`config.mk`:
```
export PLATFORM = sky130hd
export DESIGN_NAME = if_fetch_stage
export DESIGN_NICKNAME = d
export VERILOG_FILES = /design/src/rtl/cpu_pkg.sv /design/src/rtl/if_id_reg.sv /design/src/rtl/if_fetch_stage.sv
export SDC_FILE = /design/constraint.sdc
export NUM_CORES = 1
export LEC_CHECK = 0
export ABC_CLOCK_PERIOD_IN_PS = 2600
export BUFFER_PORTS_ARGS = -buffer_cell sky130_fd_sc_hd__clkbuf_2
export CAP_MARGIN = 30
export CORE_UTILIZATION = 35
export CTS_CLUSTER_SIZE = 12
export DETAILED_ROUTE_END_ITERATION = 16
export MAX_ROUTING_LAYER = met4
export PLACE_DENSITY = 0.7
export SLEW_MARGIN = 5
export SYNTH_ARGS = -nofsm -noshare
export SYNTH_HDL_FRONTEND = slang
export SYNTH_SLANG_ARGS = --single-unit
```
`constraint.sdc`:
```
create_clock -name clk -period 2.6 [get_ports clk]
set_input_delay 0.39 -clock clk [delete_from_list [all_inputs] [get_ports clk]]
set_output_delay 0.39 -clock clk [all_outputs]
set_load 0.05 [all_outputs]
```
`src/rtl/cpu_pkg.sv`:
```
// Shared CPU definitions: datapath widths, opcode encodings and the NOP word.
package cpu_pkg;

  localparam int ADDR_W = 8;
  localparam int DATA_W = 32;

  localparam logic [5:0] OPC_ADD  = 6'b000001;
  localparam logic [5:0] OPC_SUB  = 6'b000010;
  localparam logic [5:0] OPC_MUL  = 6'b000011;
  localparam logic [5:0] OPC_LUI  = 6'b000100;
  localparam logic [5:0] OPC_ADDI = 6'b000101;
  localparam logic [5:0] OPC_LW   = 6'b000110;
  localparam logic [5:0] OPC_SW   = 6'b000111;
  localparam logic [5:0] OPC_J    = 6'b001000;
  localparam logic [5:0] OPC_BEQ  = 6'b001001;
  localparam logic [5:0] OPC_BNE  = 6'b001010;

  localparam logic [31:0] INSTR_NOP = 32'h0;

endpackage

```
`src/rtl/if_id_reg.sv`:
```
// Pipeline register between two stages: instruction, PC+4 and valid, with
// hold (stall) and flush (clear to bubble) controls. Flush wins over hold.
module if_id_reg #(
  parameter int ADDR_W = cpu_pkg::ADDR_W,
  parameter int DATA_W = cpu_pkg::DATA_W
) (
  input  logic              clk,
  input  logic              rst_n,
  input  logic              hold,
  input  logic              flush,
  input  logic [DATA_W-1:0] nxt_instr,
  input  logic [ADDR_W-1:0] nxt_pc4,
  input  logic              nxt_valid,
  output logic [DATA_W-1:0] instr,
  output logic [ADDR_W-1:0] pc4,
  output logic              valid
);

  always_ff @(posedge clk or negedge rst_n) begin
    if (!rst_n) begin
      instr <= '0;
      pc4   <= '0;
      valid <= 1'b0;
    end else if (flush) begin
      instr <= '0;
      pc4   <= '0;
      valid <= 1'b0;
    end else if (!hold) begin
      instr <= nxt_instr;
      pc4   <= nxt_pc4;
      valid <= nxt_valid;
    end
  end

endmodule

```
`src/rtl/if_fetch_stage.sv`:
```
// Instruction-fetch stage: owns the PC, resolves unconditional jumps locally
// and registers the fetched word into IF/ID, honouring stall and redirect.
module if_fetch_stage #(
  parameter int                     ADDR_W   = cpu_pkg::ADDR_W,
  parameter int                     DATA_W   = cpu_pkg::DATA_W,
  parameter logic [ADDR_W-1:0]      RESET_PC = '0,
  parameter int                     PC_STEP  = 4
) (
  input  logic              clk,
  input  logic              rst_n,
  input  logic              stall,
  input  logic              redirect_valid,
  input  logic [ADDR_W-1:0] redirect_target,
  output logic [ADDR_W-1:0] im_addr,
  input  logic [DATA_W-1:0] im_instr,
  output logic [DATA_W-1:0] ifid_instr,
  output logic [ADDR_W-1:0] ifid_pc4,
  output logic              ifid_valid,
  output logic [15:0]       fetch_count
);

  import cpu_pkg::*;

  function automatic logic [15:0] sat_inc(input logic [15:0] v);
    return (v == 16'hFFFF) ? v : v + 16'd1;
  endfunction

  logic [ADDR_W-1:0] pc_p0;
  logic [ADDR_W-1:0] pc_nxt;
  logic [ADDR_W-1:0] pc4_p0;
  logic [ADDR_W-1:0] jmp_target_p0;
  logic              jmp_p0;

  logic              ifid_hold;
  logic              ifid_flush;
  logic [DATA_W-1:0] ifid_nxt_instr;
  logic [ADDR_W-1:0] ifid_nxt_pc4;
  logic              ifid_nxt_valid;
  logic              count_inc;

  // Bits the fetch stage never looks at; kept visible to lint as unused.
  logic unused_bits;
  assign unused_bits = ^{im_instr[25:6], redirect_target[1:0]};

  assign im_addr       = pc_p0;
  assign pc4_p0        = pc_p0 + ADDR_W'(PC_STEP);
  assign jmp_p0        = (im_instr[31:26] == OPC_J);
  assign jmp_target_p0 = pc4_p0 + ADDR_W'({im_instr[5:0], 2'b00});

  always_comb begin
    pc_nxt         = pc_p0;
    ifid_hold      = 1'b0;
    ifid_flush     = 1'b0;
    ifid_nxt_instr = INSTR_NOP;
    ifid_nxt_pc4   = pc4_p0;
    ifid_nxt_valid = 1'b0;
    count_inc      = 1'b0;
    if (redirect_valid) begin
      pc_nxt     = {redirect_target[ADDR_W-1:2], 2'b00};
      ifid_flush = 1'b1;
    end else if (stall) begin
      ifid_hold = 1'b1;
    end else if (jmp_p0) begin
      // Jump is consumed here: a single bubble carrying the jump's PC+4.
      pc_nxt = jmp_target_p0;
    end else begin
      pc_nxt         = pc4_p0;
      ifid_nxt_instr = im_instr;
      ifid_nxt_valid = 1'b1;
      count_inc      = 1'b1;
    end
  end

  // ---- IF stage: PC and delivered-instruction counter ----
  always_ff @(posedge clk or negedge rst_n) begin
    if (!rst_n) begin
      pc_p0       <= RESET_PC;
      fetch_count <= 16'd0;
    end else begin
      pc_p0 <= pc_nxt;
      if (count_inc) fetch_count <= sat_inc(fetch_count);
    end
  end

  // ---- IF/ID boundary ----
  if_id_reg #(
    .ADDR_W (ADDR_W),
    .DATA_W (DATA_W)
  ) u_if_id_reg (
    .clk       (clk),
    .rst_n     (rst_n),
    .hold      (ifid_hold),
    .flush     (ifid_flush),
    .nxt_instr (ifid_nxt_instr),
    .nxt_pc4   (ifid_nxt_pc4),
    .nxt_valid (ifid_nxt_valid),
    .instr     (ifid_instr),
    .pc4       (ifid_pc4),
    .valid     (ifid_valid)
  );

endmodule

```
; ---- Word-level counts from Yosys, hierarchy flattened
; Index checks and enable logic that the tools add are counted.
; W data, S select, Z words.
[totals]
input_bits = 44
output_inout_bits = 65
word_cells = 32
ff_bits = 65
[op_classes]
n_eq_ne = 4
add_sub_neg = 3
bitwise_logic = 1
n_reduce_logical = 1
muxes = 18
[op_table]
columns = operator, n
row1 = $mux W32, 5
row2 = $mux W8, 5
row3 = $add A16 B1 Y16 const B, 1
row4 = $eq A16 B16 Y1 const B, 1
row5 = $add A8 B3 Y8 const B, 1
row6 = $add A8 B8 Y8, 1
row7 = $mux W1, 8
row8 = $eq A6 B4 Y1 const B, 1
row9 = $ne A2 B1 Y1 const B, 1
row10 = $ne A2 B2 Y1 const B, 1
row11 = $reduce_and A2 Y1, 1
row12 = $not A1 Y1, 1

; ---- Longest topological paths before layout
[depth]
word_depth = 6
depth_mapped = 10
ltp_nobuf = 10

; ---- Hierarchy
; Synthesis repeated with hierarchy kept, for this count alone.
[hier_totals]
cells_unflattened = 315
area_unflattened_um2 = 3387.0
[by_module_without_submodules]
columns = module, area_each_um2, cells_each, n_inst
row1 = if_id_reg, 1712.9, 133, 1
row2 = if_fetch_stage, 1674.1, 182, 1

; ---- Worst setup path after synthesis
; Ideal clock, no wire load.
[synth_path]
path_kind = reg2reg
start = reg pc_p0[2] (netlist: im_addr[2])
end = reg pc_p0[7] (netlist: im_addr[7])
setup_slack_ns = -0.092
n_path_buf = 0
t_arrival_ns = 2.561
required_ns = 2.469
stages_incl_launch_ff = 10
path_cell_list = dfrtp_1 > ha_1 > nand3_1 > xor2_1 > inv_1 > ha_1 > or2_2 > and4b_2 > nor4b_1 > nor3_2
[synth_between]
elab_chain_cells = 5
[synth_rtl]
columns = element, line
row1 = start: declaration, if_fetch_stage.sv:28  ; logic [ADDR_W-1:0] pc_p0;
row2 = start signal: assignment, if_fetch_stage.sv:80  ; pc_p0 <= pc_nxt;
row3 = $add A8 B3 Y8 *, if_fetch_stage.sv:46  ; assign pc4_p0 = pc_p0 + ADDR_W'(PC_STEP);
row4 = $add A8 B8 Y8, if_fetch_stage.sv:48  ; assign jmp_target_p0 = pc4_p0 + ADDR_W'({im_instr[5:0], 2'b00});
row5 = $mux W8 *, if_fetch_stage.sv:63  ; end else if (jmp_p0) begin
row6 = $mux W8 *, if_fetch_stage.sv:61  ; end else if (stall) begin
row7 = $mux W8 *, if_fetch_stage.sv:58  ; if (redirect_valid) begin
; Every way passes the cells marked *; elsewhere a longest branch is shown, timed or not. The select of a mux whose other input is x is not followed.
; A chain may end at the register's enable or synchronous reset.

; ---- Worst setup path after layout
; Same ends and word-level chain as after synthesis.

==> summary.md <==
| Metric | Value |
|---|---|
| Area occupied by multi-input gates | `0.00135 mm2` |
| Core Rows | `33` |
| Bufs on Longest Clock Path | `2` |
| Final nets | `416` |
| Cells after synthesis | `256` |
| Cell area after synthesis | `0.00296 mm2` |
| Startpoint types | `register` |
| Core region area | `0.00818 mm2` |
| Layout cell share with drive strength beyond 1 | `0.409` |
| Area leader, netlist | `dfrtp_1` |
| Router iterations before antenna repair | `11` |
| Peak supply drop | `0.334 mV` |
| GRT Overall Usage | `0.168` |
| Worst-Margin Slew | `0.775 ns` |
| H-tree depth | `3` |
| Drt initial violations | `66` |
| CP peak stage delay | `0.45 ns` |
| Yosys reg bits | `62` |
| Post-route insts no fill | `472` |
| Design Area, Final | `0.00383 mm2` |
| Die ar. | `0.00882 mm2` |
| Flop2flop setup slack | `0.13 ns` |
| Run status | `finished with violations` |
| Ant diodes | `0` |
| TritonCTS Sinks | `62` |
| Distinct cells, synth | `44` |
| Worst-case reg-to-reg path depth | `9` |
| Most frequent CP cell | `ha_1` |
| Chip height | `93.9 um` |
| Most common cell after layout, fill and taps aside | `clkbuf_2` |
| Via count | `2259` |
| Area contributors post-synth | `dfrtp_1, a22o_1, ha_1` |
| Power Total | `0.00290 W` |
| Input/output buffers | `104` |
| Worst EP arrival | `2.68 ns` |
| Die W | `93.9 um` |
| Drt wl/cell | `14.7 um` |
| Crit end category | `register` |
| Syn avg cell area | `11.5 um2` |
| Final Hold Vio Count | `0` |
| Average via count per standard cell | `4.79` |
| Crit share post-route | `0.949` |
| Ys flop type | `dfrtp_1` |
| DRC viols | `2` |
| CTS buffer count | `9` |
| Routability cong. | `0.866` |
| CTS tree | `yes` |
| Synth warnings | `0` |
| Area post-placement | `0.00360 mm2` |
| Clock Pin Slew Worst Setup and Hold Paths | `0.07 ns` |
| RR Startpoint | `im_addr[2]$_DFFE_PN0N_` |
| CTS root buffer | `clkbuf_8` |
| Commonest non-fill, non-tap cells in the layout | `clkbuf_2, dfrtp_1, a22o_1, nor2_1, nand2_1` |
| Vias in the first global route | `2202` |
| Sequential share of the synthesized area | `0.525` |
| # hold bufs at CTS | `0` |
| WS Path Type | `register to register` |
| WL final | `6930 um` |
| Fmax | `405 MHz` |
| Gr ovfl total | `0` |
| Ordered cell list for the critical path | `ha_1 > nand3_1 > xor2_2 > inv_1 > ha_1 > or2_2 > and4b_2 > nor4b_2 > nor3_2` |
| Slowest-stage cell, CP | `dfrtp_2` |
| IO Pins | `109` |
| Initial antenna violation count | `0` |
| Reg area | `0.00155 mm2` |
| Number of max-cap violations | `0` |
| First-pass GRT wire length | `10900 um` |
| DP HPWL | `5010 um` |
| Resized cells post-CTS | `0` |
| Critical Path RT | `2.81 ns` |
| Share of synthesized registers carrying an async set or reset | `1.00` |
| DP Cell Count | `457` |
| Skew final | `0.0101 ns` |
| FILL cells | `780` |
| Post-CTS Setup Inserts | `0` |
| Buf+Inv Stages, Crit Path | `1` |
| Violated checks | `DRC` |
| Routed Antenna Nets | `0` |
| Largest net degree at the start of global routing | `35` |
| Area grow syn2layout | `29.5%` |
| R2r endpoint | `im_addr[7]$_DFFE_PN0N_` |
| Final core utilization | `0.468` |
| Tmin final | `2.47 ns` |
| Skew-Pair Late Insertion Delay | `0.33 ns` |
| Crit Path Max Fanout | `8` |
| Yosys top cell area share | `0.525` |
| Slew margin rel. | `0.476` |
| Starting Density | `0.362` |
| Pwr dens | `756 mW/mm2` |
| Largest delay share family, worst path | `simple AND/OR/NAND/NOR gates` |
| Worst min-delay path class | `primary input to async pin` |
| Leak | `1.99 nW` |
| Setup Viol. Count Final | `0` |
| Max-slew violations | `0` |
| Post-synth EDFFs | `0` |
## cells in the mapped netlist (6+ instances only)
| master | instances |
|---|---|
| dfrtp_1 | 62 |
| ha_1 | 8 |
| nand3_1 | 11 |
| xnor2_1 | 10 |
| a22o_1 | 28 |
| nor2_1 | 21 |
| a21oi_1 | 7 |
| clkbuf_1 | 6 |
| nand2_1 | 15 |
| mux2i_1 | 8 |
| xor2_1 | 10 |
## cell families after synthesis
family                     after synthesis  synth area share
buffers and inverters                   19            0.0300
muxes                                   11            0.0411
xor gates and xnor gates                20            0.0592
AOI/OAI and AO/OA                       57             0.158
other                                    1           0.00127
adders and majority gates                9            0.0406
and+or+nand+nor                         77             0.145
DFF                                     62             0.525
## per-layer routing
metal | routed length [um] | GRT usage | vias up
li1 | - | - | 1121
met1 | 3400 | 0.217 | 1059
met2 | 3140 | 0.260 | 75
met3 | 343 | 0.0437 | 4
met4 | 41 | 0.0500 | 0
met5 | 0 | - | -
## layout make-up
| type | count | share of cell area |
|---|---|---|
| Sequential cell | 62 | 0.406 |
| Multi-Input combinational cell | 176 | 0.352 |
| Timing Repair Buffer | 109 | 0.149 |
| Clock buffer | 12 | 0.0431 |
| Tap cell | 105 | 0.0343 |
| Clock inverter | 3 | 0.0111 |
| Inverter | 5 | 0.00490 |
## state kept, by name, indices dropped and copies added (netlist names)
signal,cells
u_if_id_reg.valid,1
fetch_count,16
u_if_id_reg.pc4,7
im_addr,6
u_if_id_reg.instr,32
## where the power goes
group,total (W),switching [W],internal (W)
clock,0.000874,0.000360,0.000514
combinational,0.000858,0.000607,0.000252
sequential,0.00116,0.0000999,0.00106
total,0.00290,0.00107,0.00183
## stage by stage
step	setup TNS [ns]	hold slack, ns	setup slack, ns
finish	0	0.0806	0.134
detailed placement	0	0.456	0.0731
floorplan	0	0.0944	0.0953
global placement	0	0.449	0.152
CTS	0	0.0833	0.0457
global route	-0.00664	0.110	-0.00664
## worst max path at each step
stage / from / end / slack, ns / depth (start not counted)
after floorplan: im_addr[2]$_DFFE_PN0N_ / im_addr[7]$_DFFE_PN0N_ / 0.1 / 9
after global placement: im_addr[2]$_DFFE_PN0N_ / im_addr[7]$_DFFE_PN0N_ / 0.15 / 9
after detailed placement: im_addr[2]$_DFFE_PN0N_ / im_addr[7]$_DFFE_PN0N_ / 0.07 / 9
after CTS: im_addr[2]$_DFFE_PN0N_ / im_addr[7]$_DFFE_PN0N_ / 0.05 / 9
after global routing: im_addr[2]$_DFFE_PN0N_ / im_addr[7]$_DFFE_PN0N_ / -0.007 / 8
final: im_addr[2]$_DFFE_PN0N_ / im_addr[7]$_DFFE_PN0N_ / 0.13 / 9
No activity file was read; power rests on OpenSTA's default activity.
